==> src/rtl/reflet_vga_rect_fill_pkg.sv <==
`default_nettype none
// ============================================================================
//  Module      : reflet_vga_rect_fill_pkg
//  Description : Shared dimensions and FSM state encoding for the rectangle
//                filler, kept consistent with the reflet_VGA framebuffer.
//  Revision    : 1.0 - initial release
// ============================================================================
package reflet_vga_rect_fill_pkg;

  // Reduced-resolution framebuffer geometry (bit_reduction 3)
  localparam int c_COLOR_DEPTH = 2;
  localparam int c_H_WIDTH     = 7;
  localparam int c_V_WIDTH     = 6;
  localparam int c_H_MAX       = 80;
  localparam int c_V_MAX       = 60;

  // Filler control states
  typedef enum logic [1:0] {
    ST_IDLE = 2'd0,
    ST_CLIP = 2'd1,
    ST_FILL = 2'd2
  } fill_state_t;

endpackage
`default_nettype wire

==> src/rtl/reflet_vga_rect_fill_pacer.sv <==
`default_nettype none
// ============================================================================
//  Module      : reflet_vga_rect_fill_pacer
//  Description : Reloading down-counter that spaces pixel writes by
//                WRITE_INTERVAL cycles. tick is high whenever the count is 0.
//  Revision    : 1.0 - initial release
// ============================================================================
module reflet_vga_rect_fill_pacer #(
  parameter int WRITE_INTERVAL = 1
) (
  input  logic clk,
  input  logic rst_n,
  input  logic enable,
  input  logic restart,
  output logic tick
);

  localparam int                c_CW     = (WRITE_INTERVAL > 1) ? $clog2(WRITE_INTERVAL) : 1;
  localparam logic [c_CW-1:0]   c_RELOAD = c_CW'(WRITE_INTERVAL - 1);

  logic [c_CW-1:0] r_count;

  // Count down between writes; reload after each tick, clear on restart
  always_ff @(posedge clk or negedge rst_n) begin
    if (!rst_n) begin
      r_count <= '0;
    end else if (restart) begin
      r_count <= '0;
    end else if (enable) begin
      if (r_count == '0) begin
        r_count <= c_RELOAD;
      end else begin
        r_count <= r_count - c_CW'(1);
      end
    end
  end

  assign tick = (r_count == '0);

endmodule
`default_nettype wire

==> src/rtl/reflet_vga_rect_fill.sv <==
`default_nettype none
// ============================================================================
//  Module      : reflet_vga_rect_fill
//  Description : Command-driven rectangle filler. Latches one rectangle and
//                colour, clips it to the framebuffer, then emits paced pixel
//                writes in raster order to reflet_VGA's write port.
//  Revision    : 1.0 - initial release
// ============================================================================
module reflet_vga_rect_fill
  import reflet_vga_rect_fill_pkg::*;
#(
  parameter int COLOR_DEPTH    = c_COLOR_DEPTH,
  parameter int H_WIDTH        = c_H_WIDTH,
  parameter int V_WIDTH        = c_V_WIDTH,
  parameter int H_MAX          = c_H_MAX,
  parameter int V_MAX          = c_V_MAX,
  parameter int WRITE_INTERVAL = 1
) (
  input  logic                   clk,
  input  logic                   rst_n,
  input  logic                   cmd_valid,
  output logic                   cmd_ready,
  input  logic [H_WIDTH-1:0]     cmd_x0,
  input  logic [V_WIDTH-1:0]     cmd_y0,
  input  logic [H_WIDTH-1:0]     cmd_x1,
  input  logic [V_WIDTH-1:0]     cmd_y1,
  input  logic [COLOR_DEPTH-1:0] cmd_R,
  input  logic [COLOR_DEPTH-1:0] cmd_G,
  input  logic [COLOR_DEPTH-1:0] cmd_B,
  input  logic                   abort,
  output logic                   busy,
  output logic                   write_en,
  output logic [H_WIDTH-1:0]     h_pixel,
  output logic [V_WIDTH-1:0]     v_pixel,
  output logic [COLOR_DEPTH-1:0] R_out,
  output logic [COLOR_DEPTH-1:0] G_out,
  output logic [COLOR_DEPTH-1:0] B_out
);

  localparam logic [H_WIDTH-1:0] c_H_LAST = H_WIDTH'(H_MAX - 1);
  localparam logic [V_WIDTH-1:0] c_V_LAST = V_WIDTH'(V_MAX - 1);

  fill_state_t            r_state;
  fill_state_t            w_next_state;
  logic                   w_accept;
  logic                   w_tick;

  logic [H_WIDTH-1:0]     r_x0;
  logic [V_WIDTH-1:0]     r_y0;
  logic [H_WIDTH-1:0]     r_x1;     // holds the clipped right edge once in FILL
  logic [V_WIDTH-1:0]     r_y1;     // holds the clipped bottom edge once in FILL
  logic [H_WIDTH-1:0]     r_h;
  logic [V_WIDTH-1:0]     r_v;
  logic [COLOR_DEPTH-1:0] r_red;
  logic [COLOR_DEPTH-1:0] r_grn;
  logic [COLOR_DEPTH-1:0] r_blu;

  logic [H_WIDTH-1:0]     w_x1c;
  logic [V_WIDTH-1:0]     w_y1c;
  logic                   w_empty;
  logic                   w_row_end;
  logic                   w_last;

  // Clip the far corner to the screen; anything left of/above the origin is empty
  assign w_x1c     = (r_x1 > c_H_LAST) ? c_H_LAST : r_x1;
  assign w_y1c     = (r_y1 > c_V_LAST) ? c_V_LAST : r_y1;
  assign w_empty   = (r_x0 > w_x1c) || (r_y0 > w_y1c);
  assign w_row_end = (r_h >= r_x1);
  assign w_last    = w_row_end && (r_v >= r_y1);

  reflet_vga_rect_fill_pacer #(
    .WRITE_INTERVAL (WRITE_INTERVAL)
  ) u_pacer (
    .clk     (clk),
    .rst_n   (rst_n),
    .enable  (r_state == ST_FILL),
    .restart (r_state == ST_CLIP),
    .tick    (w_tick)
  );

  // State register
  always_ff @(posedge clk or negedge rst_n) begin
    if (!rst_n) begin
      r_state <= ST_IDLE;
    end else begin
      r_state <= w_next_state;
    end
  end

  // Next-state and handshake/strobe decode
  always_comb begin
    w_next_state = r_state;
    w_accept     = 1'b0;
    cmd_ready    = 1'b0;
    busy         = 1'b0;
    write_en     = 1'b0;
    case (r_state)
      ST_IDLE: begin
        cmd_ready = !abort;
        if (cmd_valid && !abort) begin
          w_accept     = 1'b1;
          w_next_state = ST_CLIP;
        end
      end
      ST_CLIP: begin
        busy = 1'b1;
        if (abort || w_empty) begin
          w_next_state = ST_IDLE;
        end else begin
          w_next_state = ST_FILL;
        end
      end
      ST_FILL: begin
        busy     = 1'b1;
        write_en = w_tick;
        if (abort || (w_tick && w_last)) begin
          w_next_state = ST_IDLE;
        end
      end
      default: begin
        w_next_state = ST_IDLE;
      end
    endcase
  end

  // Command latch, clip store and raster-order coordinate stepping
  always_ff @(posedge clk or negedge rst_n) begin
    if (!rst_n) begin
      r_x0  <= '0;
      r_y0  <= '0;
      r_x1  <= '0;
      r_y1  <= '0;
      r_h   <= '0;
      r_v   <= '0;
      r_red <= '0;
      r_grn <= '0;
      r_blu <= '0;
    end else begin
      if (w_accept) begin
        r_x0  <= cmd_x0;
        r_y0  <= cmd_y0;
        r_x1  <= cmd_x1;
        r_y1  <= cmd_y1;
        r_red <= cmd_R;
        r_grn <= cmd_G;
        r_blu <= cmd_B;
      end
      if (r_state == ST_CLIP) begin
        r_x1 <= w_x1c;
        r_y1 <= w_y1c;
        if (!w_empty && !abort) begin
          r_h <= r_x0;
          r_v <= r_y0;
        end
      end
      // The final write leaves the coordinates on the last pixel
      if (write_en && !abort && !w_last) begin
        if (!w_row_end) begin
          r_h <= r_h + H_WIDTH'(1);
        end else begin
          r_h <= r_x0;
          r_v <= r_v + V_WIDTH'(1);
        end
      end
    end
  end

  assign h_pixel = r_h;
  assign v_pixel = r_v;
  assign R_out   = r_red;
  assign G_out   = r_grn;
  assign B_out   = r_blu;

endmodule
`default_nettype wire

==> config.mk <==
export PLATFORM = sky130hd
export DESIGN_NAME = reflet_vga_rect_fill
export DESIGN_NICKNAME = d
export VERILOG_FILES = /design/src/rtl/reflet_vga_rect_fill_pkg.sv /design/src/rtl/reflet_vga_rect_fill_pacer.sv /design/src/rtl/reflet_vga_rect_fill.sv
export SDC_FILE = /design/constraint.sdc
export NUM_CORES = 1
export LEC_CHECK = 0
export ABC_AREA = 1
export BUFFER_PORTS_ARGS = -buffer_cell sky130_fd_sc_hd__buf_2
export CAP_MARGIN = 15
export CORE_MARGIN = 8
export CORE_UTILIZATION = 48
export DETAILED_ROUTE_END_ITERATION = 10
export HOLD_SLACK_MARGIN = 0.05
export PLACE_DENSITY = 0.69
export SETUP_SLACK_MARGIN = 0.05
export SLEW_MARGIN = 20
export SYNTH_ARGS = -nofsm -noshare
export SYNTH_HDL_FRONTEND = slang
export SYNTH_HIERARCHICAL = 1
export SYNTH_SLANG_ARGS = --single-unit
==> constraint.sdc <==
create_clock -name clk -period 7.36 [get_ports clk]
set_clock_uncertainty 0.1 [all_clocks]
set_input_delay 1.104 -clock clk [delete_from_list [all_inputs] [get_ports clk]]
set_output_delay 1.104 -clock clk [all_outputs]
set_load 0.02 [all_outputs]
# After elaboration in Yosys (flattened, before gate mapping)
# Cells that the tools add are included.
[totals]
register_bits = 48
inputBits = 36
romBits = 0
latchBits = 0
ramBits = 0
elab_cells = 71
n_memories = 0
[classes]
order_cmp = 6
n_reduce_logical = 20
mul = 0
eq_ne = 4
n_div = 0
bitwise_logic = 1
mux = 26
n_addsub = 3
n_shift = 0
[ops]
columns = ["cell", "n"]
rows = [
  ["$mux 7", 7],
  ["$mux 6", 7],
  ["$mux 1", 8],
  ["$reduce_bool 2->1", 4],
  ["$add 7x1->7 const B", 1],
  ["$ge 7x7->1", 1],
  ["$gt 7x7->1", 1],
  ["$gt 7x7->1 const B", 1],
  ["$add 6x1->6 const B", 1],
  ["$ge 6x6->1", 1],
  ["$gt 6x6->1", 1],
  ["$gt 6x6->1 const B", 1],
  ["$logic_and 1x1->1", 6],
  ["$mux 2", 3],
  ["$pmux 2 s3", 1],
  ["$ne 2x2->1 const B", 2],
  ["$reduce_and 2->1", 2],
  ["$logic_not 1->1", 3],
  ["$logic_or 1x1->1", 3],
  ["$eq 2x1->1 const B", 1],
  ["$eq 2x2->1 const B", 1],
  ["$logic_not 2->1", 1],
  ["$reduce_or 2->1", 1],
  ["$not 1->1", 1],
  ["$sub 1x1->1 const B", 1],
]

# Logic depth before layout (Yosys ltp)
[logic_depth]
word_depth = 10
depth_mapped = 17
depth_no_buf = 16

# Hierarchy
# Netlist, hierarchy kept.
[modules_own_cells]
columns = ["module", "seq_area_each_um2", "n_inst", "area_per_inst_um2", "cells_each"]
rows = [
  ["reflet_vga_rect_fill", 1176.1, 1, 2969.1, 376],
  ["reflet_vga_rect_fill_pacer", 0.0, 1, 11.3, 2],
]

# Least setup slack after synthesis
# No wires, ideal clock.
[synth_timing]
kind = "input-to-output"
start = "input port abort"
end = "output port cmd_ready"
arrival_time_ps = 1426
path_slack_ps = 4730
cell_stages = 1
path_cell_list = "nor2_1"
[synth_between]
elab_chain_cells = 2
[synth_rtl]
columns = ["element", "line_no", "rtl"]
rows = [
  ["start, declared", "reflet_vga_rect_fill.sv:30", "input logic abort,"],
  ["$logic_not 1->1", "reflet_vga_rect_fill.sv:99", "cmd_ready = !abort;"],
  ["$mux 1", "reflet_vga_rect_fill.sv:97", "case (r_state)"],
  ["end, declared", "reflet_vga_rect_fill.sv:22", "output logic cmd_ready,"],
]
# Every way passes these cells.

# Worst setup path in the final report
# Same ends and word-level chain as after synthesis.

==> results.rst <==
.. list-table::
   :header-rows: 1

   * - Metric
     - Value
   * - Drt wl/cell
     - 13.44 um
   * - Overflow left after global routing
     - 0
   * - Cells along the critical path
     - buf_2 > nor2_1 > buf_2
   * - Number of global-route vias before repair
     - between 2,000 and 3,000
   * - Wire length of the first global-routing pass
     - about 12,000 um
   * - Width of the chip
     - around 95 um
   * - Combined global-route utilization of all metal layers
     - 0.1659
   * - Number of synthesis warnings
     - 6
   * - Launching point of the worst reg2reg path
     - r_y1[5]$_DFFE_PN0P_
   * - Worst skew pair latency
     - ~0.3 ns
   * - Total I/O pin count
     - between 50 and 60
   * - Most common flop cell mapped by yosys
     - sky130_fd_sc_hd__dfrtp_1
   * - Number of antenna violations at the first check in global routing
     - 0
   * - Die height
     - between 90 and 100 um
   * - Placed Cells incl. Taps
     - around 500
   * - NetSw
     - between 0.0007 and 0.0008 W
   * - Max-cap check violation count
     - 0
   * - Outcome
     - finished, final reports clean
   * - Post-route insts no fill
     - between 500 and 600
   * - DRC violation count after routing
     - 0
   * - Total Neg Setup Slack
     - 0 ns
   * - Endpoints failing hold
     - 0
   * - Peak Freq
     - around 370 MHz
   * - Total Wirelength
     - 6880 um
   * - Layout overhead on the synthesized area
     - 14.32%
   * - Number of placement rows
     - 28
   * - Part of the total power dissipated in combinational logic
     - 0.573
   * - Unrepaired setup endpoints after global routing
     - false
   * - Int Power
     - between 0.0007 and 0.0008 W
   * - Data required time at the worst endpoint
     - a little over 6 ns
   * - Clock slew at reported path FFs
     - roughly 0.080 ns
   * - Count of cells along the worst register-to-register path
     - 15
   * - Syn nets
     - roughly 440
   * - Hold-fix buffers, CTS
     - 0
   * - Clock tree buffer depth
     - 2
   * - TritonCTS clock tree
     - yes
   * - Area of the die
     - between 8000 and 9000 um2
   * - Post-route fraction of the period consumed by the critical path
     - 0.3712
   * - Leakage power of the design
     - approximately 1.9 nW
   * - IO buf count
     - 57
   * - Slew of the pin with the lowest slew margin
     - roughly 0.72 ns
   * - Critical Path Slowest Stage Cell
     - sky130_fd_sc_hd__buf_2
   * - Share of synthesized registers carrying an async set or reset
     - 1.000
   * - Number of optimization iterations in the first detailed-route pass
     - 4
   * - Synthesized cell area
     - 2980 um2
   * - Sequential share of the synthesized area
     - 0.3946
   * - DRT iter0 DRCs
     - 77
   * - Critical path fanouts, max
     - 3
   * - Placer congestion estimate
     - 0.8364
   * - Sequential Area
     - approximately 1200 um2
   * - CP bufs+invs
     - 2
   * - Multi-input logic area
     - around 1600 um2
   * - Start point of the critical path
     - abort
   * - Number of slew-limit violations in the final report
     - 0
   * - DPL Wire Length
     - approximately 5400 um
   * - Post-placement setup slack
     - around 4.4 ns
   * - Cell at the root of the clock tree
     - sky130_fd_sc_hd__clkbuf_8
   * - CP startpoint kind
     - primary input
   * - Number of setup violations in the final report
     - 0
   * - Number of instances resized during post-cts repair
     - 0
   * - Tightest Hold Check Type
     - flop to flop
   * - Kind of end point of the critical path
     - output pin
   * - Starting density of the core
     - 0.5004
   * - Highest cell delay on the worst timing path
     - around 0.18 ns
   * - Detail Route Antenna Nets
     - 0
   * - Pin count of the biggest net entering global routing
     - 48
   * - Largest delay contributor family on the critical path
     - buffers and inverters
   * - Total of fill cells in the finished design
     - 592
   * - Antenna diode count
     - 0
   * - Number of synthesized register bits
     - 47
   * - Worst Path Arrival
     - roughly 1.5 ns
   * - Stages on the worst setup path
     - 3
   * - Tightest slew margin relative to the limit
     - 0.5207
   * - Share of cells above drive strength 1
     - 0.1922
   * - PwrDens
     - roughly 450 nW/um2
   * - Critical Path Most Common Cell
     - sky130_fd_sc_hd__buf_2
   * - Total number of vias
     - around 2,600
   * - Worst Setup Slack, final
     - 4.628 ns
   * - Worst setup path category
     - primary input to output pin
   * - Final #Nets
     - about 500
   * - Min-Delay Path Depth
     - 2
   * - Post-detailed-route via-to-cell ratio
     - between 5 and 6
   * - Buffers inserted by post-CTS timing repair
     - 0
   * - Number of instances in the synthesized netlist
     - roughly 380
   * - Worst IR drop on VDD
     - between 200 and 250 uV
   * - H-tree depth reported by CTS
     - 2
   * - Hold path startpoint
     - B_out[1]$_DFFE_PN0P_
   * - Post-Synthesis Mean Instance Area
     - 7.885 um2
   * - Core Area
     - around 6000 um2
   * - Post-synth cell types
     - 32
   * - Number of flops mapped to enable cells by yosys
     - 0
   * - Number of sinks on the clock net
     - between 40 and 50
   * - Core Util, Final
     - 0.5721
   * - Post-route minimum period
     - 2.732 ns
   * - Seq pwr share
     - 0.325
   * - Clock network fraction of total power
     - 0.101
   * - Share of total power consumed by net switching
     - 0.4949
   * - Number of CTS-inserted buffers
     - 5
-- synth_stat cells (all sizes together) (2+ instances only) --
cell / n / area, um2
nand2: 125 / 504.2
dfrtp: 47 / 1176
nor2: 17 / 76.32
ha: 30 / 375.4
buf: 3 / 27.52
nand4: 2 / 12.51
a21oi: 8 / 40.04
xor2: 6 / 52.55
o211ai: 5 / 37.54
clkbuf: 3 / 11.26
o21ai: 26 / 152.6
nand3: 37 / 190.2
or2: 3 / 18.77
inv: 50 / 187.7
o221ai: 4 / 35.03
xnor2: 3 / 26.28
o21a: 2 / 15.01
nand3b: 2 / 15.01
-- routing by layer --
metal	vias up	wire, um	GRT usage
met3	8	379	0.03651
met2	69	3001	0.2572
met1	1173	3406	0.2268
met5	-	0	0
met4	0	91	0.04551
li1	1337	-	-
-- sequential cells by signal, summed over array words and instances, names as in the netlist --
name,flops
G_out,2
r_x0,7
B_out,2
r_y1,6
v_pixel,6
r_state,2
R_out,2
r_y0,6
h_pixel,7
r_x1,7
-- path summary, 6_finish.rpt --
kind	to	slack, ns
setup reg to reg	h_pixel[4]$_DFFE_PN0P_	4.79
max in group asynchronous	r_x1[3]$_DFFE_PN0P_	6.05
min in group asynchronous	B_out[0]$_DFFE_PN0P_	0.70
hold / removal	B_out[1]$_DFFE_PN0P_	0.39
hold reg to reg	B_out[1]$_DFFE_PN0P_	0.39
setup / recovery	cmd_ready	4.63
-- cell type report --
type	count	share of cell area
repair buffers	57	0.08447
multi-input cells	274	0.4620
flip-flops and latches	47	0.3452
well taps	75	0.02754
clock inverters	3	0.004407
clock buffers	5	0.02020
inverters	51	0.05619
-- per-stage QoR --
step	total power, W	area (um2)	hold WS, ns
5_1_grt	0.001698	3407	0.4126
6_report	0.001523	3407	0.3885
2_1_floorplan	0.001147	2980	0.3772
4_1_cts	0.001536	3405	0.3920
3_5_place_dp	0.001377	3321	0.3674
3_3_place_gp	0.001347	3321	0.3641
-- power groups by stage --
stage / logic [W] / registers (W) / clock network [W]
6_report: 0.000873 / 0.000496 / 0.000154
5_1_grt: 0.00102 / 0.000515 / 0.000167
4_1_cts: 0.000884 / 0.000496 / 0.000156
3_5_place_dp: 0.000877 / 0.000500 / 0
3_3_place_gp: 0.000849 / 0.000497 / 0
2_1_floorplan: 0.000620 / 0.000527 / 0
-- logic make-up (layout without fill, tap and decap cells) --
group,count (synthesis),after routing,synth area share
compound gates,46,46,0.09656
xor+xnor,9,9,0.02645
fa+ha+maj,30,30,0.1259
buf+inv,57,116,0.07724
flops,47,47,0.3946
other cells,1,1,0.001258
simple gates,188,188,0.2779
-- layout by cell type, fill, tap and decap left out --
cell,instances
sky130_fd_sc_hd__xor2_1,6
sky130_fd_sc_hd__nand4_1,2
sky130_fd_sc_hd__o21ai_4,2
sky130_fd_sc_hd__xnor2_1,3
sky130_fd_sc_hd__clkbuf_8,5
sky130_fd_sc_hd__o21a_1,2
sky130_fd_sc_hd__a211oi_1,1
sky130_fd_sc_hd__nand2_4,2
sky130_fd_sc_hd__buf_2,56
sky130_fd_sc_hd__nor2_4,1
sky130_fd_sc_hd__clkinv_1,1
sky130_fd_sc_hd__nor2_2,2
sky130_fd_sc_hd__dfrtp_1,47
sky130_fd_sc_hd__ha_1,30
sky130_fd_sc_hd__nand2_2,8
sky130_fd_sc_hd__nand3b_1,2
sky130_fd_sc_hd__or2_2,3
sky130_fd_sc_hd__nand3_2,1
sky130_fd_sc_hd__buf_4,1
sky130_fd_sc_hd__nor4_1,1
sky130_fd_sc_hd__nor2_1,14
sky130_fd_sc_hd__conb_1,1
sky130_fd_sc_hd__clkinv_2,3
sky130_fd_sc_hd__o221ai_1,4
sky130_fd_sc_hd__inv_1,50
sky130_fd_sc_hd__nand2_1,115
sky130_fd_sc_hd__nand3_1,36
sky130_fd_sc_hd__nor3_1,1
sky130_fd_sc_hd__o211ai_1,5
sky130_fd_sc_hd__o21ai_1,3
sky130_fd_sc_hd__o21ai_0,21
sky130_fd_sc_hd__a21oi_1,8
-- worst min-delay path: stages, from the launching register on --
cell	delay, ns
sky130_fd_sc_hd__dfrtp_1	0.36
sky130_fd_sc_hd__nand2_1	0.05
sky130_fd_sc_hd__nand2_1	0.05
No activity file was read; power rests on OpenSTA's default activity.
